File: src/rtl/icache_fetch_tracker.sv
// Fetch <-> ICache request tracker: in-order FIFO of issued vaddrs that selects the
// instruction slice of each returned line and silently drops responses of killed fetches.
module icache_fetch_tracker #(
   parameter int VADDR_W         = 40,
   parameter int LINE_W          = 128,
   parameter int INSTR_W         = 32,
   parameter int MAX_OUTSTANDING = 2
) (
   input  logic                                 clk_i,
   input  logic                                 rst_i,
   input  logic                                 fetch_valid_i,
   input  logic [VADDR_W-1:0]                   fetch_vaddr_i,
   input  logic                                 fetch_kill_i,
   input  logic                                 fetch_inval_buffer_i,
   input  logic                                 fetch_inval_icache_i,
   input  logic                                 icache_req_ready_i,
   input  logic                                 icache_resp_valid_i,
   input  logic [LINE_W-1:0]                    icache_resp_data_i,
   input  logic                                 tlb_xcpt_i,
   output logic                                 icache_req_valid_o,
   output logic [11:0]                          icache_req_idx_o,
   output logic [VADDR_W-13:0]                  icache_req_vpn_o,
   output logic                                 icache_req_kill_o,
   output logic                                 icache_invalidate_o,
   output logic                                 req_ready_o,
   output logic                                 resp_valid_o,
   output logic [INSTR_W-1:0]                   resp_data_o,
   output logic [VADDR_W-1:0]                   resp_vaddr_o,
   output logic                                 resp_pf_o,
   output logic [$clog2(MAX_OUTSTANDING):0]     outstanding_o,
   output logic                                 proto_err_o
);

   localparam int PTR_W  = (MAX_OUTSTANDING > 1) ? $clog2(MAX_OUTSTANDING) : 1;
   localparam int CNT_W  = $clog2(MAX_OUTSTANDING) + 1;
   localparam int OFF_LO = $clog2(INSTR_W / 8);
   localparam int OFF_W  = $clog2(LINE_W / INSTR_W);
   localparam logic [PTR_W-1:0] LAST_PTR = PTR_W'(MAX_OUTSTANDING - 1);
   localparam logic [CNT_W-1:0] DEPTH    = CNT_W'(MAX_OUTSTANDING);

   // Explicit wrap keeps the pointers modulo the depth even when the depth is 1.
   function automatic logic [PTR_W-1:0] next_ptr(input logic [PTR_W-1:0] p);
      next_ptr = (p == LAST_PTR) ? {PTR_W{1'b0}} : p + PTR_W'(1);
   endfunction

   logic [VADDR_W-1:0] fifo_r [MAX_OUTSTANDING];
   logic [PTR_W-1:0]   wr_ptr_r, rd_ptr_r;
   logic [CNT_W-1:0]   count_r, drop_r;
   logic               proto_err_r;

   logic [CNT_W-1:0]   occ_s, base_cnt_s, base_drop_s, count_nxt_s, drop_nxt_s;
   logic               full_s, rsp_s, issue_s, drop_pop_s, live_pop_s, resp_valid_s;
   logic [VADDR_W-1:0] head_s;
   logic [OFF_W-1:0]   off_s;

   // Issue/response decode and next-state of the live and drop counters.
   always_comb begin
      occ_s        = count_r + drop_r;
      full_s       = (occ_s == DEPTH);
      rsp_s        = icache_resp_valid_i | tlb_xcpt_i;
      issue_s      = fetch_valid_i & ~fetch_inval_buffer_i & ~fetch_kill_i &
                     icache_req_ready_i & ~full_s;
      drop_pop_s   = rsp_s & (drop_r != {CNT_W{1'b0}});
      live_pop_s   = rsp_s & (drop_r == {CNT_W{1'b0}}) & (count_r != {CNT_W{1'b0}});
      resp_valid_s = live_pop_s & ~fetch_kill_i;
      head_s       = fifo_r[rd_ptr_r];
      off_s        = head_s[OFF_LO +: OFF_W];
      base_cnt_s   = count_r + CNT_W'(issue_s) - CNT_W'(live_pop_s);
      base_drop_s  = drop_r - CNT_W'(drop_pop_s);
      // A kill turns every surviving live entry into a future drop.
      count_nxt_s  = fetch_kill_i ? {CNT_W{1'b0}} : base_cnt_s;
      drop_nxt_s   = fetch_kill_i ? (base_drop_s + base_cnt_s) : base_drop_s;
   end

   // Tracking FIFO storage; contents need no reset since the counters qualify them.
   always_ff @(posedge clk_i) begin
      if (issue_s) begin
         fifo_r[wr_ptr_r] <= fetch_vaddr_i;
      end
   end

   // Pointers, counters and sticky protocol error.
   always_ff @(posedge clk_i) begin
      if (rst_i) begin
         wr_ptr_r    <= {PTR_W{1'b0}};
         rd_ptr_r    <= {PTR_W{1'b0}};
         count_r     <= {CNT_W{1'b0}};
         drop_r      <= {CNT_W{1'b0}};
         proto_err_r <= 1'b0;
      end else begin
         if (issue_s) begin
            wr_ptr_r <= next_ptr(wr_ptr_r);
         end
         if (drop_pop_s | live_pop_s) begin
            rd_ptr_r <= next_ptr(rd_ptr_r);
         end
         if (rsp_s & ~(drop_pop_s | live_pop_s)) begin
            proto_err_r <= 1'b1;
         end
         count_r <= count_nxt_s;
         drop_r  <= drop_nxt_s;
      end
   end

   assign icache_req_valid_o  = issue_s;
   assign icache_req_idx_o    = fetch_vaddr_i[11:0];
   assign icache_req_vpn_o    = fetch_vaddr_i[VADDR_W-1:12];
   assign icache_req_kill_o   = fetch_kill_i;
   assign icache_invalidate_o = fetch_inval_icache_i;
   assign req_ready_o         = icache_req_ready_i & ~full_s;
   assign resp_valid_o        = resp_valid_s;
   assign resp_vaddr_o        = head_s;
   assign resp_pf_o           = resp_valid_s & tlb_xcpt_i;
   assign resp_data_o         = tlb_xcpt_i ? {INSTR_W{1'b0}}
                                           : icache_resp_data_i[int'(off_s) * INSTR_W +: INSTR_W];
   assign outstanding_o       = count_r;
   assign proto_err_o         = proto_err_r;

endmodule

File: config.mk
export PLATFORM = sky130hd
export DESIGN_NAME = icache_fetch_tracker
export DESIGN_NICKNAME = d
export VERILOG_FILES = /design/src/rtl/icache_fetch_tracker.sv
export SDC_FILE = /design/constraint.sdc
export NUM_CORES = 1
export LEC_CHECK = 0
export CAP_MARGIN = 20
export CORE_MARGIN = 1
export CORE_UTILIZATION = 37
export CTS_CLUSTER_SIZE = 40
export DETAILED_ROUTE_END_ITERATION = 10
export GPL_ROUTABILITY_DRIVEN = 0
export PLACE_DENSITY = 0.87
export SLEW_MARGIN = 20
export SYNTH_ARGS = -nofsm -noshare
export SYNTH_HDL_FRONTEND = slang
export SYNTH_SLANG_ARGS = --single-unit
File: constraint.sdc
create_clock -name clk_i -period 3.6 [get_ports clk_i]
set_input_delay 0.72 -clock clk_i [delete_from_list [all_inputs] [get_ports clk_i]]
set_output_delay 0.72 -clock clk_i [all_outputs]
set_load 0.01 [all_outputs]
=== Word level (Yosys, flattened, before mapping) ===
Memory sizes are Yosys's and may differ from the RTL's. A register that Yosys moved wholly into a read port is not among the register bits.
Index checks and enable logic that the tools add are counted.

* Equality and inequality tests: 1
* Reduce and logical (&&, ||, !) cells: 4
* Multipliers: 0
* Muxes and demuxes: 8
* Add/subtract/negate cells: 7
* Divide/modulo/power cells: 0
* Bitwise gates (word level): 17
* Shift-type cells: 1
* Magnitude comparators: 0

{| class="wikitable"
|+ Operators by type and width
! operator !! number
|-
| $shiftx 128x8->32 || 1
|-
| $mux 32 || 1
|-
| $and 1x1->1 || 11
|-
| $mux 1 || 6
|-
| $add 2x2->2 || 2
|-
| $not 1->1 || 4
|-
| $reduce_bool 2->1 || 2
|-
| $sub 2x1->2 || 2
|-
| $add 1x1->1 const B || 2
|-
| $add 2x1->2 || 1
|-
| $eq 2x2->1 const B || 1
|-
| $logic_not 2->1 || 1
|-
| $mux 2 || 1
|-
| $or 1x1->1 || 2
|-
| $reduce_or 2->1 || 1
|}

* Bits of input ports: 177
* RAM bits: 80
* Memories kept: 1
* ROM bits: 0
* Latch bits: 0
* Flip-flop bits (word level): 7

{| class="wikitable"
|+ Memory list
! name !! words !! width !! rd ports !! clocked after memory_dff !! write ports !! RTL line !! source
|-
| fifo_r || 2 || 40 || 1 || 1 || 1 || 46 || <nowiki>logic [VADDR_W-1:0] fifo_r [MAX_OUTSTANDING];</nowiki>
|}

=== Longest topological paths before layout ===
Gate-level depths: netlist of the first run.

* Word-level depth: 9
* Gate-level depth with buffers: 11

=== Worst setup path after synthesis of the first run ===
OpenSTA, ideal clock, no wires.

* Kind: input-to-reg
* Start: input fetch_kill_i
* End: memory fifo_r[1][0], enable pin
* Arrival: 2.978 ns
* Stages: 4
* Setup time: 0.437 ns
* Slack: 0.185 ns
* Path through: clkbuf_1 nor3b_2 o211ai_2 nor2_1

* Word-level cells in the longest chain between the ends: 6

{| class="wikitable"
|+ Ends and longest elaborated chain
! item !! RTL line !! source
|-
| from (decl) || 13 || <nowiki>input logic fetch_kill_i,</nowiki>
|-
| $not 1->1 || 61 || <nowiki>issue_s = fetch_valid_i & ~fetch_inval_buffer_i & ~fetch_kill_i &</nowiki>
|-
| $and 1x1->1 (2 in a row) || 61 ||
|-
| $and 1x1->1 || 62 || <nowiki>icache_req_ready_i & ~full_s;</nowiki>
|-
| $mux 1 || 77 || <nowiki>if (issue_s) begin</nowiki>
|-
| $mux 1 (not written as such) || 78 || <nowiki>fifo_r[wr_ptr_r] <= fetch_vaddr_i;</nowiki>
|-
| to (decl) || 46 ||
|}

No other way between the ends.

==> results of run 1 <==
[flip-flops by register name, indices dropped and copies added, names as in the netlist, named ones only]
register       count
rd_ptr_r           1
wr_ptr_r           1
drop_r             2
outstanding_o      2
fifo_r            80
proto_err_o        1
[kinds of logic after synthesis]
kind of cell             share of synthesized area (%)
adder cells (fa/ha/maj)                          0.796
AND/OR/NAND/NOR                                   8.11
AO/OA/AOI/OAI                                     2.28
multiplexers                                      24.8
buffers and inverters                             8.67
XOR/XNOR                                          1.06
flip-flops                                        54.3
[routing by layer]
metal	wire length (um)	track usage [%]	vias up	share of wire, %
met3	1610	7.12	43	11
met1	5310	24.1	1799	35
met2	7480	38.9	231	50
met5	0	0	-	0
li1	-	-	1657	-
met4	612	13.2	0	4.1
[worst max-delay path, stage by stage, from the launching register on]
cell             delay, ps
dfxtp_2                400
mux2i_4                410
buf_12                 260
mux4_2                 510
nor2b_1                140
clkdlybuf4s50_1        590
[power breakdown]
part / switching, W / internal [W] / total, W / leakage, nW
combinational: 0.000673 / 0.00104 / 0.00172 / 1.80
sequential: 0.0000350 / 0.00116 / 0.00120 / 0.787
clock: 0.000375 / 0.000610 / 0.000984 / 0.159
total: 0.00108 / 0.00282 / 0.00390 / 2.75
[cell usage in the layout, fill, tap and decap left out, types with 3 or more instances in the layout]
cell type / synthesis / final
ha_1: 3 / 3
nor2_1: 12 / 11
dfxtp_1: 8 / 7
edfxtp_1: 80 / 80
clkbuf_16: 0 / 9
buf_12: 0 / 3
buf_4: 45 / 5
nor2b_1: 32 / 32
mux4_2: 32 / 32
nand2_1: 7 / 7
a21oi_1: 8 / 8
inv_1: 7 / 7
clkdlybuf4s50_1: 0 / 295
mux2_2: 38 / 38
[final timing paths]
path,end,slack (ps),cells after the start
worst max-delay path,resp_data_o[5],240,5
worst min-delay path,wr_ptr_r,470,2
worst max register to register,drop_r[1],520,9
worst min register to register,wr_ptr_r,470,2
[cell type report]
class	count	area, um2
inverters	7	26.3
well taps	168	210
clock inverters	7	93.8
multi-input cells	159	1780
repair buffers	303	3050
flip-flops and latches	88	2560
clock buffers	9	225
fillers	903	4260
[metrics by stage]
step / cell area (um2) / instances
final: 7950 / 741
after global routing: 7950 / 741
after CTS: 7950 / 741
after detailed placement: 7630 / 725
after global placement: 7630 / 725
after floorplan: 4720 / 311
==> flow_metrics.env, run 1 <==
export IMPL_leakagePower_nw=2.75
export IMPL_preCtsSetupSlack_ps=173
export IMPL_grt_first_pass_wirelength_um=21900
export IMPL_hpwl_um=11500
export IMPL_fin_util_pct=65.1
export IMPL_drv_cap=0
export IMPL_drc=0
export IMPL_antennaDiodeCount=0
export IMPL_worstPathMaxFanout=22
export IMPL_cp_required_ps=2880
export IMPL_max_freq_mhz=298
export IMPL_hold_buffers=0
export IMPL_path_clk_slew_ps=60
export IMPL_vias=3730
export IMPL_numCtsBuffers=9
export IMPL_hold_viol_final=0
export IMPL_syn_to_final_growth_pct=68.5
export IMPL_slew_headroom_pct=64.0
export IMPL_cts_max_level=3
export IMPL_core_area_um2=12200
export IMPL_drive_gt1_share_pct=18.2
export IMPL_fin_nets=748
export IMPL_synth_distinct_cells=34
export IMPL_power_w=0.00390
export IMPL_cts_setup_buffers=0
export IMPL_wl_per_cell_um=20.3
export IMPL_post_route_period_util_pct=93.4
export IMPL_cts_root_buffer="clkbuf_16"
export IMPL_grt_setup_unrepaired="no"
export IMPL_peakVddDrop_mv=0.345
export IMPL_rows=40
export IMPL_cp_data_arrival_time_ps=2640
export IMPL_tightest_slew_ps=534
export IMPL_avgSynthCellArea_um2=15.2
export IMPL_cts_max_path_buffers=2
export IMPL_grt_overflow_total=0
export IMPL_synth_flop_cell="edfxtp_1"
export IMPL_drt_initial_drc_count=134
export IMPL_setup_slack_ps=239
export IMPL_tns_ps=0
export IMPL_track_usage_pct=22.4
export IMPL_synth_top_area_cell="edfxtp_1"
export IMPL_die_area_um2=13200
export IMPL_synth_edf_count=80
export IMPL_insertion_delay_ps=340
export IMPL_wirelength_um=15000
export IMPL_synth_area_top_cells="edfxtp_1, mux4_2, mux2_2"
export IMPL_die_x_um=115
export IMPL_clock_sinks=88
export IMPL_antenna_left=0
export IMPL_antenna_found_initial=0
export IMPL_yosys_warnings=0
export IMPL_synth_seq_cells=88
export IMPL_yosysMostFrequentCell="edfxtp_1"
export IMPL_start_util_pct=38.6
export IMPL_io_pins=298
export IMPL_syn_inst=311
export IMPL_period_minus_slack_ps=3360
export IMPL_finalHoldWorstSlack_ps=466
export IMPL_cts_tree="built"
export IMPL_syn_nets=491
export IMPL_end_kind="output port"
export IMPL_start_kind="flip-flop"
export IMPL_criticalPathCategory="reg2out"
export IMPL_via_per_inst=5.03
export IMPL_async_flop_share_pct=0
export IMPL_drv_slew=0
export IMPL_status="finished clean"
export IMPL_synth_top_area_share_pct=50.9
export IMPL_r2r_start="outstanding_o[1]"
export IMPL_port_buffers=295
export IMPL_die_h_um=115
export IMPL_p_per_area_nw_per_um2=490
export IMPL_netlist_area_um2=4720
export IMPL_grt_start_max_net_pins=39
export IMPL_ys_top_cells_by_count="edfxtp_1, buf_4, mux2_2, mux4_2, nor2b_1"
export IMPL_first_pass_iters=4
export IMPL_ys_seq_area_share_pct=54.3
export IMPL_skew_ps=4.31
export IMPL_holdCritPathClass="reg2reg"
export IMPL_ctsResizeCount=0
export IMPL_first_global_vias=3980
export IMPL_hold_start="wr_ptr_r"
export IMPL_finalSetupViolCount=0
Power figures use the tool's default switching activity.
==> run 2: changes to the inputs <==
--- a/config.mk
+++ b/config.mk
@@ -12,7 +12,6 @@
 export DETAILED_ROUTE_END_ITERATION = 10
 export GPL_ROUTABILITY_DRIVEN = 0
 export PLACE_DENSITY = 0.87
-export SLEW_MARGIN = 20
 export SYNTH_ARGS = -nofsm -noshare
 export SYNTH_HDL_FRONTEND = slang
 export SYNTH_SLANG_ARGS = --single-unit
==> results of run 2 <==
Same layout as run 1: the final DEF is identical, and so are final timing and power.
